`src/rtl/mvu_dma_wb_pkg.sv`:
```
// Shared definitions for the MVU write-back DMA: register offsets, CTRL/STATUS
// bit indices, FSM state encoding and the register-map decode helper.
package mvu_dma_wb_pkg;

   // Register offsets within the ICB window (address bits [4:0]).
   localparam logic [4:0] RegSrc    = 5'h00;
   localparam logic [4:0] RegDst    = 5'h04;
   localparam logic [4:0] RegSize   = 5'h08;
   localparam logic [4:0] RegCtrl   = 5'h0C;
   localparam logic [4:0] RegStatus = 5'h10;

   // CTRL bits.
   localparam int unsigned CtrlStartBit = 0;
   localparam int unsigned CtrlIrqEnBit = 1;

   // STATUS bits.
   localparam int unsigned StatusBusyBit = 0;
   localparam int unsigned StatusDoneBit = 1;

   typedef enum logic [2:0] {
      StIdle,
      StRdReq,
      StRdWait,
      StWrLo,
      StWrHi,
      StDone
   } state_e;

   function automatic logic reg_mapped(input logic [4:0] off);
      return (off == RegSrc) || (off == RegDst) || (off == RegSize) ||
             (off == RegCtrl) || (off == RegStatus);
   endfunction

endpackage

```
`src/rtl/mvu_dma_wb_reg.sv`:
```
// ICB slave and register file of the MVU write-back DMA.
// Ports:
//   clk, rst_n            clock, asynchronous active-low reset
//   i_icb_cmd_* / rsp_*   E203 ICB slave (XLEN 32), one-cycle registered response
//   cfg_src/dst/size      programmed transfer parameters
//   start                 single-cycle start pulse (only while idle)
//   busy                  transfer engine busy (ignores config writes and start)
//   done_set              engine completion; wins over a same-cycle W1C
//   irq                   level interrupt = done & irq_en
module mvu_dma_wb_reg
   import mvu_dma_wb_pkg::*;
#(
   parameter int unsigned MVU_AW = 15
) (
   input  logic              clk,
   input  logic              rst_n,
   input  logic              i_icb_cmd_valid,
   output logic              i_icb_cmd_ready,
   input  logic [31:0]       i_icb_cmd_addr,
   input  logic              i_icb_cmd_read,
   input  logic [31:0]       i_icb_cmd_wdata,
   input  logic [3:0]        i_icb_cmd_wmask,
   output logic              i_icb_rsp_valid,
   input  logic              i_icb_rsp_ready,
   output logic              i_icb_rsp_err,
   output logic [31:0]       i_icb_rsp_rdata,
   output logic [MVU_AW-1:0] cfg_src,
   output logic [31:0]       cfg_dst,
   output logic [15:0]       cfg_size,
   output logic              start,
   input  logic              busy,
   input  logic              done_set,
   output logic              irq
);

   logic [MVU_AW-1:0] src_q, src_d;
   logic [31:0]       dst_q, dst_d;
   logic [15:0]       size_q, size_d;
   logic              irq_en_q, irq_en_d;
   logic              done_q, done_d;
   logic              rsp_valid_q, rsp_valid_d;
   logic              rsp_err_q, rsp_err_d;
   logic [31:0]       rsp_rdata_q, rsp_rdata_d;
   logic [31:0]       rdata_mux;
   logic [4:0]        off;
   logic              mapped, cmd_fire, wr_fire;
   logic              unused_icb;

   // Full-word writes only; upper address bits are decoded upstream.
   assign unused_icb = ^{i_icb_cmd_wmask, i_icb_cmd_addr[31:5]};

   assign off             = i_icb_cmd_addr[4:0];
   assign mapped          = reg_mapped(off);
   assign i_icb_cmd_ready = !rsp_valid_q | i_icb_rsp_ready;
   assign cmd_fire        = i_icb_cmd_valid & i_icb_cmd_ready;
   assign wr_fire         = cmd_fire & !i_icb_cmd_read & mapped;
   assign start           = wr_fire & (off == RegCtrl) & i_icb_cmd_wdata[CtrlStartBit] & !busy;

   assign cfg_src         = src_q;
   assign cfg_dst         = dst_q;
   assign cfg_size        = size_q;
   assign irq             = done_q & irq_en_q;
   assign i_icb_rsp_valid = rsp_valid_q;
   assign i_icb_rsp_err   = rsp_err_q;
   assign i_icb_rsp_rdata = rsp_rdata_q;

   always_comb begin
      rdata_mux = '0;
      case (off)
         RegSrc:    rdata_mux = 32'(src_q);
         RegDst:    rdata_mux = dst_q;
         RegSize:   rdata_mux = 32'(size_q);
         RegCtrl:   rdata_mux[CtrlIrqEnBit] = irq_en_q;
         RegStatus: begin
            rdata_mux[StatusBusyBit] = busy;
            rdata_mux[StatusDoneBit] = done_q;
         end
         default:   rdata_mux = '0;
      endcase
   end

   always_comb begin
      src_d       = src_q;
      dst_d       = dst_q;
      size_d      = size_q;
      irq_en_d    = irq_en_q;
      done_d      = done_q;
      rsp_valid_d = rsp_valid_q;
      rsp_err_d   = rsp_err_q;
      rsp_rdata_d = rsp_rdata_q;

      if (wr_fire && !busy) begin
         if (off == RegSrc)  src_d  = i_icb_cmd_wdata[MVU_AW-1:0];
         if (off == RegDst)  dst_d  = i_icb_cmd_wdata;
         if (off == RegSize) size_d = i_icb_cmd_wdata[15:0];
      end
      if (wr_fire && off == RegCtrl) irq_en_d = i_icb_cmd_wdata[CtrlIrqEnBit];
      if (start) done_d = 1'b0;
      if (wr_fire && off == RegStatus && i_icb_cmd_wdata[StatusDoneBit]) done_d = 1'b0;
      // Hardware completion takes priority over a software clear in the same cycle.
      if (done_set) done_d = 1'b1;

      if (cmd_fire) begin
         rsp_valid_d = 1'b1;
         rsp_err_d   = !mapped;
         rsp_rdata_d = (i_icb_cmd_read && mapped) ? rdata_mux : 32'h0;
      end else if (i_icb_rsp_ready) begin
         rsp_valid_d = 1'b0;
      end
   end

   always_ff @(posedge clk or negedge rst_n) begin
      if (!rst_n) begin
         src_q       <= '0;
         dst_q       <= '0;
         size_q      <= '0;
         irq_en_q    <= 1'b0;
         done_q      <= 1'b0;
         rsp_valid_q <= 1'b0;
         rsp_err_q   <= 1'b0;
         rsp_rdata_q <= '0;
      end else begin
         src_q       <= src_d;
         dst_q       <= dst_d;
         size_q      <= size_d;
         irq_en_q    <= irq_en_d;
         done_q      <= done_d;
         rsp_valid_q <= rsp_valid_d;
         rsp_err_q   <= rsp_err_d;
         rsp_rdata_q <= rsp_rdata_d;
      end
   end

endmodule

```
`src/rtl/mvu_dma_wb.sv`:
```
// MVU write-back DMA: reads 64-bit words from MVU data RAM and writes them to
// system memory as two 32-bit beats, low half first.
// Ports:
//   clk, rst_n                   clock, asynchronous active-low reset
//   mvu_rd_*                     MVU data-RAM read request / response
//   dest_address/data/valid/ready system write beat channel
//   i_icb_*                      ICB slave register window
//   dma_irq                      level IRQ = status.done & ctrl.irq_en
// Configuration macro MVU_DMA_WB_PREFETCH_EN: when defined, the next MVU read is
// issued while the current word is still being written (one-word buffer, at most
// one outstanding read). When undefined, reads are strictly sequential.
module mvu_dma_wb
   import mvu_dma_wb_pkg::*;
#(
   parameter int unsigned MVU_AW = 15,
   parameter int unsigned MVU_DW = 64,
   parameter int unsigned SYS_DW = 32
) (
   input  logic              clk,
   input  logic              rst_n,
   output logic [MVU_AW-1:0] mvu_rd_address,
   output logic              mvu_rd_valid,
   input  logic              mvu_rd_ready,
   input  logic              mvu_rd_rvalid,
   input  logic [MVU_DW-1:0] mvu_rd_rdata,
   output logic [31:0]       dest_address,
   output logic [SYS_DW-1:0] dest_data,
   output logic              dest_valid,
   input  logic              dest_ready,
   input  logic              i_icb_cmd_valid,
   output logic              i_icb_cmd_ready,
   input  logic [31:0]       i_icb_cmd_addr,
   input  logic              i_icb_cmd_read,
   input  logic [31:0]       i_icb_cmd_wdata,
   input  logic [3:0]        i_icb_cmd_wmask,
   output logic              i_icb_rsp_valid,
   input  logic              i_icb_rsp_ready,
   output logic              i_icb_rsp_err,
   output logic [31:0]       i_icb_rsp_rdata,
   output logic              dma_irq
);

   state_e            state_q, state_d;
   logic [MVU_AW-1:0] rd_addr_q, rd_addr_d;
   logic [31:0]       dest_addr_q, dest_addr_d;
   logic [15:0]       wr_left_q, wr_left_d;   // words not yet fully written
   logic [MVU_DW-1:0] cur_q, cur_d;           // word being written
   logic [MVU_DW-1:0] buf_q, buf_d;           // prefetched next word
   logic              buf_vld_q, buf_vld_d;
   logic              rd_out_q, rd_out_d;     // read accepted, data not yet returned
   logic [MVU_AW-1:0] cfg_src;
   logic [31:0]       cfg_dst;
   logic [15:0]       cfg_size;
   logic              start, busy, done_set, pf_issue, rd_fire, in_wr;

   mvu_dma_wb_reg #(
      .MVU_AW(MVU_AW)
   ) u_reg (
      .clk             (clk),
      .rst_n           (rst_n),
      .i_icb_cmd_valid (i_icb_cmd_valid),
      .i_icb_cmd_ready (i_icb_cmd_ready),
      .i_icb_cmd_addr  (i_icb_cmd_addr),
      .i_icb_cmd_read  (i_icb_cmd_read),
      .i_icb_cmd_wdata (i_icb_cmd_wdata),
      .i_icb_cmd_wmask (i_icb_cmd_wmask),
      .i_icb_rsp_valid (i_icb_rsp_valid),
      .i_icb_rsp_ready (i_icb_rsp_ready),
      .i_icb_rsp_err   (i_icb_rsp_err),
      .i_icb_rsp_rdata (i_icb_rsp_rdata),
      .cfg_src         (cfg_src),
      .cfg_dst         (cfg_dst),
      .cfg_size        (cfg_size),
      .start           (start),
      .busy            (busy),
      .done_set        (done_set),
      .irq             (dma_irq)
   );

   assign busy  = (state_q != StIdle);
   assign in_wr = (state_q == StWrLo) || (state_q == StWrHi);

`ifdef MVU_DMA_WB_PREFETCH_EN
   // Another word still needs reading only if more than the current one remains.
   assign pf_issue = in_wr && (wr_left_q > 16'd1) && !rd_out_q && !buf_vld_q;
`else
   assign pf_issue = 1'b0;
`endif

   assign mvu_rd_valid   = (state_q == StRdReq) || pf_issue;
   assign mvu_rd_address = rd_addr_q;
   assign rd_fire        = mvu_rd_valid && mvu_rd_ready;
   assign dest_valid     = in_wr;
   assign dest_address   = dest_addr_q;
   assign dest_data      = (state_q == StWrHi) ? cur_q[MVU_DW-1:SYS_DW] :
                           (state_q == StWrLo) ? cur_q[SYS_DW-1:0] : '0;

   always_comb begin
      state_d     = state_q;
      rd_addr_d   = rd_addr_q;
      dest_addr_d = dest_addr_q;
      wr_left_d   = wr_left_q;
      cur_d       = cur_q;
      buf_d       = buf_q;
      buf_vld_d   = buf_vld_q;
      rd_out_d    = rd_out_q;
      done_set    = 1'b0;

      unique case (state_q)
         StIdle: begin
            if (start) begin
               rd_addr_d   = cfg_src;
               dest_addr_d = cfg_dst;
               wr_left_d   = cfg_size;
               state_d     = (cfg_size == 16'd0) ? StDone : StRdReq;
            end
         end
         StRdReq: begin
            if (mvu_rd_ready) state_d = StRdWait;
         end
         StRdWait: begin
            if (mvu_rd_rvalid) begin
               cur_d   = mvu_rd_rdata;
               state_d = StWrLo;
            end
         end
         StWrLo: begin
            if (dest_ready) begin
               dest_addr_d = dest_addr_q + 32'd4;
               state_d     = StWrHi;
            end
         end
         StWrHi: begin
            if (dest_ready) begin
               dest_addr_d = dest_addr_q + 32'd4;
               wr_left_d   = wr_left_q - 16'd1;
               if (wr_left_q == 16'd1) begin
                  state_d = StDone;
               end else if (buf_vld_q) begin
                  cur_d     = buf_q;
                  buf_vld_d = 1'b0;
                  state_d   = StWrLo;
               end else if (mvu_rd_rvalid && rd_out_q) begin
                  // Data arriving exactly as the last beat leaves: forward directly.
                  cur_d   = mvu_rd_rdata;
                  state_d = StWrLo;
               end else if (rd_out_q || rd_fire) begin
                  state_d = StRdWait;
               end else begin
                  state_d = StRdReq;
               end
            end
         end
         StDone: begin
            done_set = 1'b1;
            state_d  = StIdle;
         end
         default: state_d = StIdle;
      endcase

      // Read-side bookkeeping shared by the sequential and prefetch paths.
      if (mvu_rd_rvalid && rd_out_q) begin
         rd_out_d = 1'b0;
         if (in_wr && !(state_q == StWrHi && dest_ready)) begin
            buf_d     = mvu_rd_rdata;
            buf_vld_d = 1'b1;
         end
      end
      if (rd_fire) begin
         rd_out_d  = 1'b1;
         rd_addr_d = rd_addr_q + 1'b1;
      end
   end

   always_ff @(posedge clk or negedge rst_n) begin
      if (!rst_n) begin
         state_q     <= StIdle;
         rd_addr_q   <= '0;
         dest_addr_q <= '0;
         wr_left_q   <= '0;
         cur_q       <= '0;
         buf_q       <= '0;
         buf_vld_q   <= 1'b0;
         rd_out_q    <= 1'b0;
      end else begin
         state_q     <= state_d;
         rd_addr_q   <= rd_addr_d;
         dest_addr_q <= dest_addr_d;
         wr_left_q   <= wr_left_d;
         cur_q       <= cur_d;
         buf_q       <= buf_d;
         buf_vld_q   <= buf_vld_d;
         rd_out_q    <= rd_out_d;
      end
   end

endmodule

```
`config.mk`:
```
export PLATFORM = sky130hd
export DESIGN_NAME = mvu_dma_wb
export DESIGN_NICKNAME = d
export VERILOG_FILES = /design/src/rtl/mvu_dma_wb_pkg.sv /design/src/rtl/mvu_dma_wb_reg.sv /design/src/rtl/mvu_dma_wb.sv
export SDC_FILE = /design/constraint.sdc
export NUM_CORES = 1
export LEC_CHECK = 0
export CORE_MARGIN = 2
export CORE_UTILIZATION = 40
export CTS_BUF_LIST = sky130_fd_sc_hd__clkbuf_2 sky130_fd_sc_hd__clkbuf_4 sky130_fd_sc_hd__clkbuf_8
export DETAILED_ROUTE_END_ITERATION = 16
export PLACE_DENSITY_LB_ADDON = 0.2
export SLEW_MARGIN = 20
export SYNTH_ARGS = -nofsm -noshare
export SYNTH_HDL_FRONTEND = slang
export SYNTH_SLANG_ARGS = --single-unit
```
`constraint.sdc`:
```
create_clock -name clk -period 3.15 [get_ports clk]
set_clock_uncertainty 0.05 [all_clocks]
set_input_delay 0.7875 -clock clk [delete_from_list [all_inputs] [get_ports clk]]
set_output_delay 0.7875 -clock clk [all_outputs]
set_load 0.05 [all_outputs]
```
Word-level counts from Yosys, hierarchy flattened
Index checks and enable logic that the tools add are counted.
{"block": "word_totals", "ff_bits": 295, "elab_cells": 132, "input_bits": 140, "output_inout_bits": 117}
{"block": "op_classes", "muxes": 45, "n_addsub": 3, "bitwise": 8, "reduce_logical": 42, "eq_ne": 18}
{"operator": "two-way mux 64 bit", "n": 5}
{"operator": "two-way mux 32 bit", "n": 5}
{"operator": "one-hot mux 64 bit (2 select lines)", "n": 1}
{"operator": "one-hot mux 30 bit (3 select lines)", "n": 1}
{"operator": "one-hot mux 32 bit (2 select lines)", "n": 1}
{"operator": "two-way mux 15 bit", "n": 3}
{"operator": "adder 32 x 3 -> 32 bit, second input constant", "n": 1}
{"operator": "two-way mux 16 bit", "n": 2}
{"operator": "one-hot mux 16 bit (2 select lines)", "n": 1}
{"operator": "two-way mux 3 bit", "n": 7}
{"operator": "equality test 16 x 1 -> 1 bit, second input constant", "n": 1}
{"operator": "zero test 16 bit", "n": 1}
{"operator": "subtractor 16 x 1 -> 16 bit, second input constant", "n": 1}
{"operator": "adder 15 x 1 -> 15 bit, second input constant", "n": 1}
{"operator": "one-hot mux 3 bit (5 select lines)", "n": 1}
{"operator": "nonzero test 2 bit", "n": 7}
{"operator": "two-way mux 1 bit", "n": 13}
{"operator": "equality test 5 x 4 -> 1 bit, second input constant", "n": 2}
{"operator": "inequality test 2 bit, second input constant", "n": 5}
{"operator": "AND reduction 2 bit", "n": 5}
{"operator": "AND reduction 5 bit", "n": 2}
{"operator": "logical AND 1 bit", "n": 9}
{"operator": "AND 1 bit", "n": 7}
{"operator": "equality test 3 x 2 -> 1 bit, second input constant", "n": 2}
{"operator": "17 further kinds", "n": 32}

Depth between registers and ports, before layout
{"block": "depth", "ltp_word": 12, "ltp_mapped": 9, "ltp_nobuf": 7}

Modules after synthesis
Synthesis repeated with hierarchy kept, for this count alone.
{"block": "hier_totals", "hier_cells": 1260, "area_unflattened_um2": 13957.1}
{"module": "mvu_dma_wb", "n_inst": 1, "cells_per_inst": 966, "area_each_um2": 9828.2, "seq_area_each_um2": 4904.7}
{"module": "mvu_dma_wb_reg", "n_inst": 1, "cells_per_inst": 294, "area_each_um2": 4129.0, "seq_area_each_um2": 2477.4}

Least setup slack after synthesis
No wires, ideal clock.
{"block": "synth_path", "path_type": "input -> register", "startpoint": "input port i_icb_rsp_ready", "endpoint": "register u_reg.size_q[10], in the netlist u_reg.cfg_size[10]", "path_buffers": 2, "arrival_time_ns": 2.839, "setup_time_ns": 0.125, "cell_stages": 7, "t_required_ns": 2.975, "path_slack_ns": 0.137, "path_cell_list": "nand2b_1 > clkbuf_1 > nand4_1 > nor4_1 > nand2_1 > clkbuf_1 > mux2_2"}
{"block": "synth_between", "elab_chain_len": 6}
{"element": "start: declaration", "line": "mvu_dma_wb.sv:37", "source": "input logic i_icb_rsp_ready,"}
{"element": "bitwise OR 1 bit", "line": "mvu_dma_wb_reg.sv:54", "source": "assign i_icb_cmd_ready = !rsp_valid_q | i_icb_rsp_ready;"}
{"element": "via i_icb_cmd_ready", "line": "mvu_dma_wb.sv:31", "source": "output logic i_icb_cmd_ready,"}
{"element": "AND 1 bit", "line": "mvu_dma_wb_reg.sv:55", "source": "assign cmd_fire = i_icb_cmd_valid & i_icb_cmd_ready;"}
{"element": "AND 1 bit (2 in a row)", "line": "mvu_dma_wb_reg.sv:56", "source": "assign wr_fire = cmd_fire & !i_icb_cmd_read & mapped;"}
{"element": "logical AND 1 bit", "line": "mvu_dma_wb_reg.sv:92", "source": "if (wr_fire && !busy) begin"}
{"element": "AND reduction 2 bit (no line)"}
{"element": "end signal: assignment", "line": "mvu_dma_wb_reg.sv:125", "source": "size_q <= size_d;"}
{"element": "end: declaration", "line": "mvu_dma_wb_reg.sv:38", "source": "logic [15:0] size_q, size_d;"}
The timed path passes the listed nets, and every way through them passes these cells.
A chain may end at the register's enable or synchronous reset.

Final worst setup path
{"block": "layout_path", "startpoint": "register state_q[2]", "endpoint": "output port dest_data[21]"}
{"block": "layout_between", "elab_chain_len": 3, "word_cells_on_any_way": 4, "cone_classes": "eq/ne (2); mux (2)"}
{"element": "start: declaration", "line": "mvu_dma_wb.sv:43", "source": "state_e state_q, state_d;"}
{"element": "start signal: assignment", "line": "mvu_dma_wb.sv:177", "source": "state_q <= StIdle;"}
{"element": "start signal: assignment", "line": "mvu_dma_wb.sv:186", "source": "state_q <= state_d;"}
{"element": "equality test 3 x 2 -> 1 bit", "line": "mvu_dma_wb.sv:96", "source": "(state_q == StWrLo) ? cur_q[SYS_DW-1:0] : '0;"}
{"element": "two-way mux 32 bit", "line": "mvu_dma_wb.sv:96"}
{"element": "two-way mux 32 bit (*)", "line": "mvu_dma_wb.sv:95", "source": "assign dest_data = (state_q == StWrHi) ? cur_q[MVU_DW-1:SYS_DW] :"}
{"element": "end: declaration", "line": "mvu_dma_wb.sv:27", "source": "output logic [SYS_DW-1:0] dest_data,"}
Every way passes the cells marked *; elsewhere a longest branch is shown, timed or not.

==> flow_summary.yaml <==
outcome:
  status: "completed"
grt:
  grt_pass1_vias: 10793
  grt_max_degree: 70
  grt_pass1_wl_um: 60400
  antenna_found_initial: 2
  grt_usage: 0.208
  gr-total-overflow: 0
die:
  core_area_sq_mm: 0.0347
  fp.dieW_um: 192
  initial_core_util: 0.409
  rows: 68
  die_h_um: 192
  die_area_sq_mm: 0.0370
  pin_count: 257
clocking:
  cts_setup_buffers: 0
  cts_sinks: 295
  cts.path.max_buffers: 3
  htree_levels: 2
  clk_pin_slew_ps: 60
  ctsRootBufferMaster: "clkbuf_8"
  cts_made_buffers: 51
  clk_latency_ps: 610
  cts_hold_buf: 0
  cts_tree: "yes"
sta:
  hold_violations: 0
  worstMarginPinSlew_ps: 1090
  setup-tns-final_ps: 0
  rsz0062_at_grt: "false"
  slew_viol_final: 0
  relSlewSlack: 0.272
  period_share: 0.962
  timing.hold.ws_ps: 78.9
  max_freq_mhz: 330
  setup_viol: 0
  min_period_ps: 3030
route:
  drt_iter0_drc: 617
  finalWirelength_um: 38100
  viasPerCell: 5.55
  vias: 10712
  drc_errors: 0
  ant_nets: 0
  wl_per_cell_um: 19.7
  drtPass1Iterations: 5
yosys:
  yosysTopAreaCellShare: 0.520
  synth_warnings: 0
  synth_top_area_cell: "dfrtp_1"
  syn_area_sq_mm: 0.0142
  synth_seq_cells: 295
  syn_nets: 1320
  synth.yosys.seq_area_share: 0.520
  postSynthAreaPerCell_sq_um: 12.1
  synth_edf_count: 0
  netlist_instances: 1176
  ys_async_sr_fraction: 1.00
  netlist_top_cells_area: "dfrtp_1 52%, mux2_2 16%, mux2_4 6.3%, a22o_1 3.0%, o21ai_0 1.9%"
  yosysUniqueCellTypes: 68
  ys.flop_type: "dfrtp_1"
placed_design:
  portBuffers: 225
  hpwlAfterDp_um: 26300
  place_area_sq_mm: 0.0177
  dp.cells: 1843
  place.gp.congestion: 0.857
worst_setup_path:
  critPathMaxFanout: 33
  path_class: "reg2out"
  startpoint_type: "register"
  worstPathRequired_ps: 2310
  crit_arrival_ps: 2190
  cp-end-kind: "primary output"
layout:
  final_area_sq_mm: 0.0188
  layout.nets: 1585
  syn_to_final_growth_pct: 32.4
  fin_cells: 1929
  final_cell_mix: "295 x dfrtp_1, 198 x mux2_2, 189 x clkdlybuf4s50_1, 73 x nand2_1, 60 x mux2_4"
  final_common_cell: "dfrtp_1"
  layout-drive-gt1-share: 0.313
power:
  total_power_mw: 14.8
  p_leak_nw: 8.26
  power.density_mw_per_mm2: 791
  vdd_drop_max_uv: 414
hold_path:
  hold_path_class: "in2async"
flow_run:
  drv_cap: 0
worst max-delay path: stages, from the launching register on:
cell and delay [ps]:
dfrtp_1 380, buf_4 210, and3b_2 310, buf_12 210, a22o_1 260, buf_12 160
cell type report:
class | count | area [sq um]
antenna | 1 | 2.50
clock inverter | 12 | 144
tap | 455 | 569
multi-input combinational | 792 | 6460
fill | 3093 | 15900
inverter | 14 | 52.6
timing repair buffer | 287 | 3250
sequential | 295 | 7380
clock buffer | 73 | 917
path summary, 6_finish.rpt:
check                           slack, ps  depth (start not counted)                         to                       from
worst max register to register        260                          6                  cur_q[52]               wr_left_q[4]
worst min register to register        430                          2  u_reg.i_icb_rsp_rdata[14]  u_reg.i_icb_rsp_rdata[14]
max in group asynchronous            2170                          2                  cur_q[54]                      rst_n
worst max-delay path                  120                          5              dest_data[21]                 state_q[2]
min in group clk                      430                          2  u_reg.i_icb_rsp_rdata[14]  u_reg.i_icb_rsp_rdata[14]
worst min-delay path                   80                          1            dest_address[1]                      rst_n
power breakdown:
part	internal [mW]	switching [mW]	total [mW]
clock network	2.11	1.57	3.68
logic	2.64	2.92	5.57
registers	4.82	0.783	5.60
cells in the mapped netlist (all sizes together), types with 3 or more instances:
library cell,instances
mux2i,7
and3,11
a21o,3
or3,3
o22a,9
o22ai,16
buf,17
dfrtp,295
nand2,73
o211ai,4
a21oi,46
a222oi,13
nand2b,5
nor3,13
a2bb2oi,7
and4,4
or2,3
and2,5
a211oi,11
a22oi,7
nor2,57
nand4,12
o21ai,57
a21boi,3
nor2b,3
a31oi,11
a31o,6
a22o,49
clkbuf,58
nor4,15
inv,13
ha,4
nand3,34
mux2,258
o21a,3
nor3b,4
timing repair:
item,CTS,global route
gates resized for setup,3,4
endpoints found under the setup margin,34,20
endpoints found under the hold margin,0,0
metal layers:
| metal | vias to the layer above | global-route usage | wire length, um |
|---|---|---|---|
| li1 | 4957 | - | - |
| met1 | 5333 | 0.280 | 16600 |
| met2 | 348 | 0.326 | 17500 |
| met3 | 72 | 0.0556 | 2960 |
| met4 | 2 | 0.0693 | 1020 |
| met5 | - | 0 | 13 |
metrics by stage:
| step | setup WS [ps] | utilization |
|---|---|---|
| 2_1_floorplan | 137 | - |
| 3_3_place_gp | -73.0 | 0.510 |
| 3_5_place_dp | -61.2 | 0.510 |
| 4_1_cts | 22.8 | 0.541 |
| 5_1_grt | 44.4 | 0.541 |
| 6_report | 120 | 0.541 |
flip-flops by register name, indices dropped and copies added (netlist names):
register	count
buf_q	64
cur_q	64
dest_address	32
u_reg.cfg_dst	32
u_reg.i_icb_rsp_rdata	32
u_reg.cfg_size	16
wr_left_q	16
mvu_rd_address	15
u_reg.cfg_src	15
state_q	3
buf_vld_q	1
rd_out_q	1
u_reg.done_q	1
u_reg.i_icb_rsp_err	1
u_reg.i_icb_rsp_valid	1
u_reg.irq_en_q	1
cells by family (layout without fill, tap and decap cells):
family,count (synthesis),after routing,synth area share
DFF,295,295,0.520
AOI/OAI and AO/OA,268,268,0.134
muxes,265,265,0.226
and+or+nand+nor,254,254,0.0896
buffers and inverters,89,386,0.0268
adders and majority gates,4,4,0.00353
xor gates and xnor gates,1,1,0.000617
other,0,1,0
(Power assumes the default switching activity.)
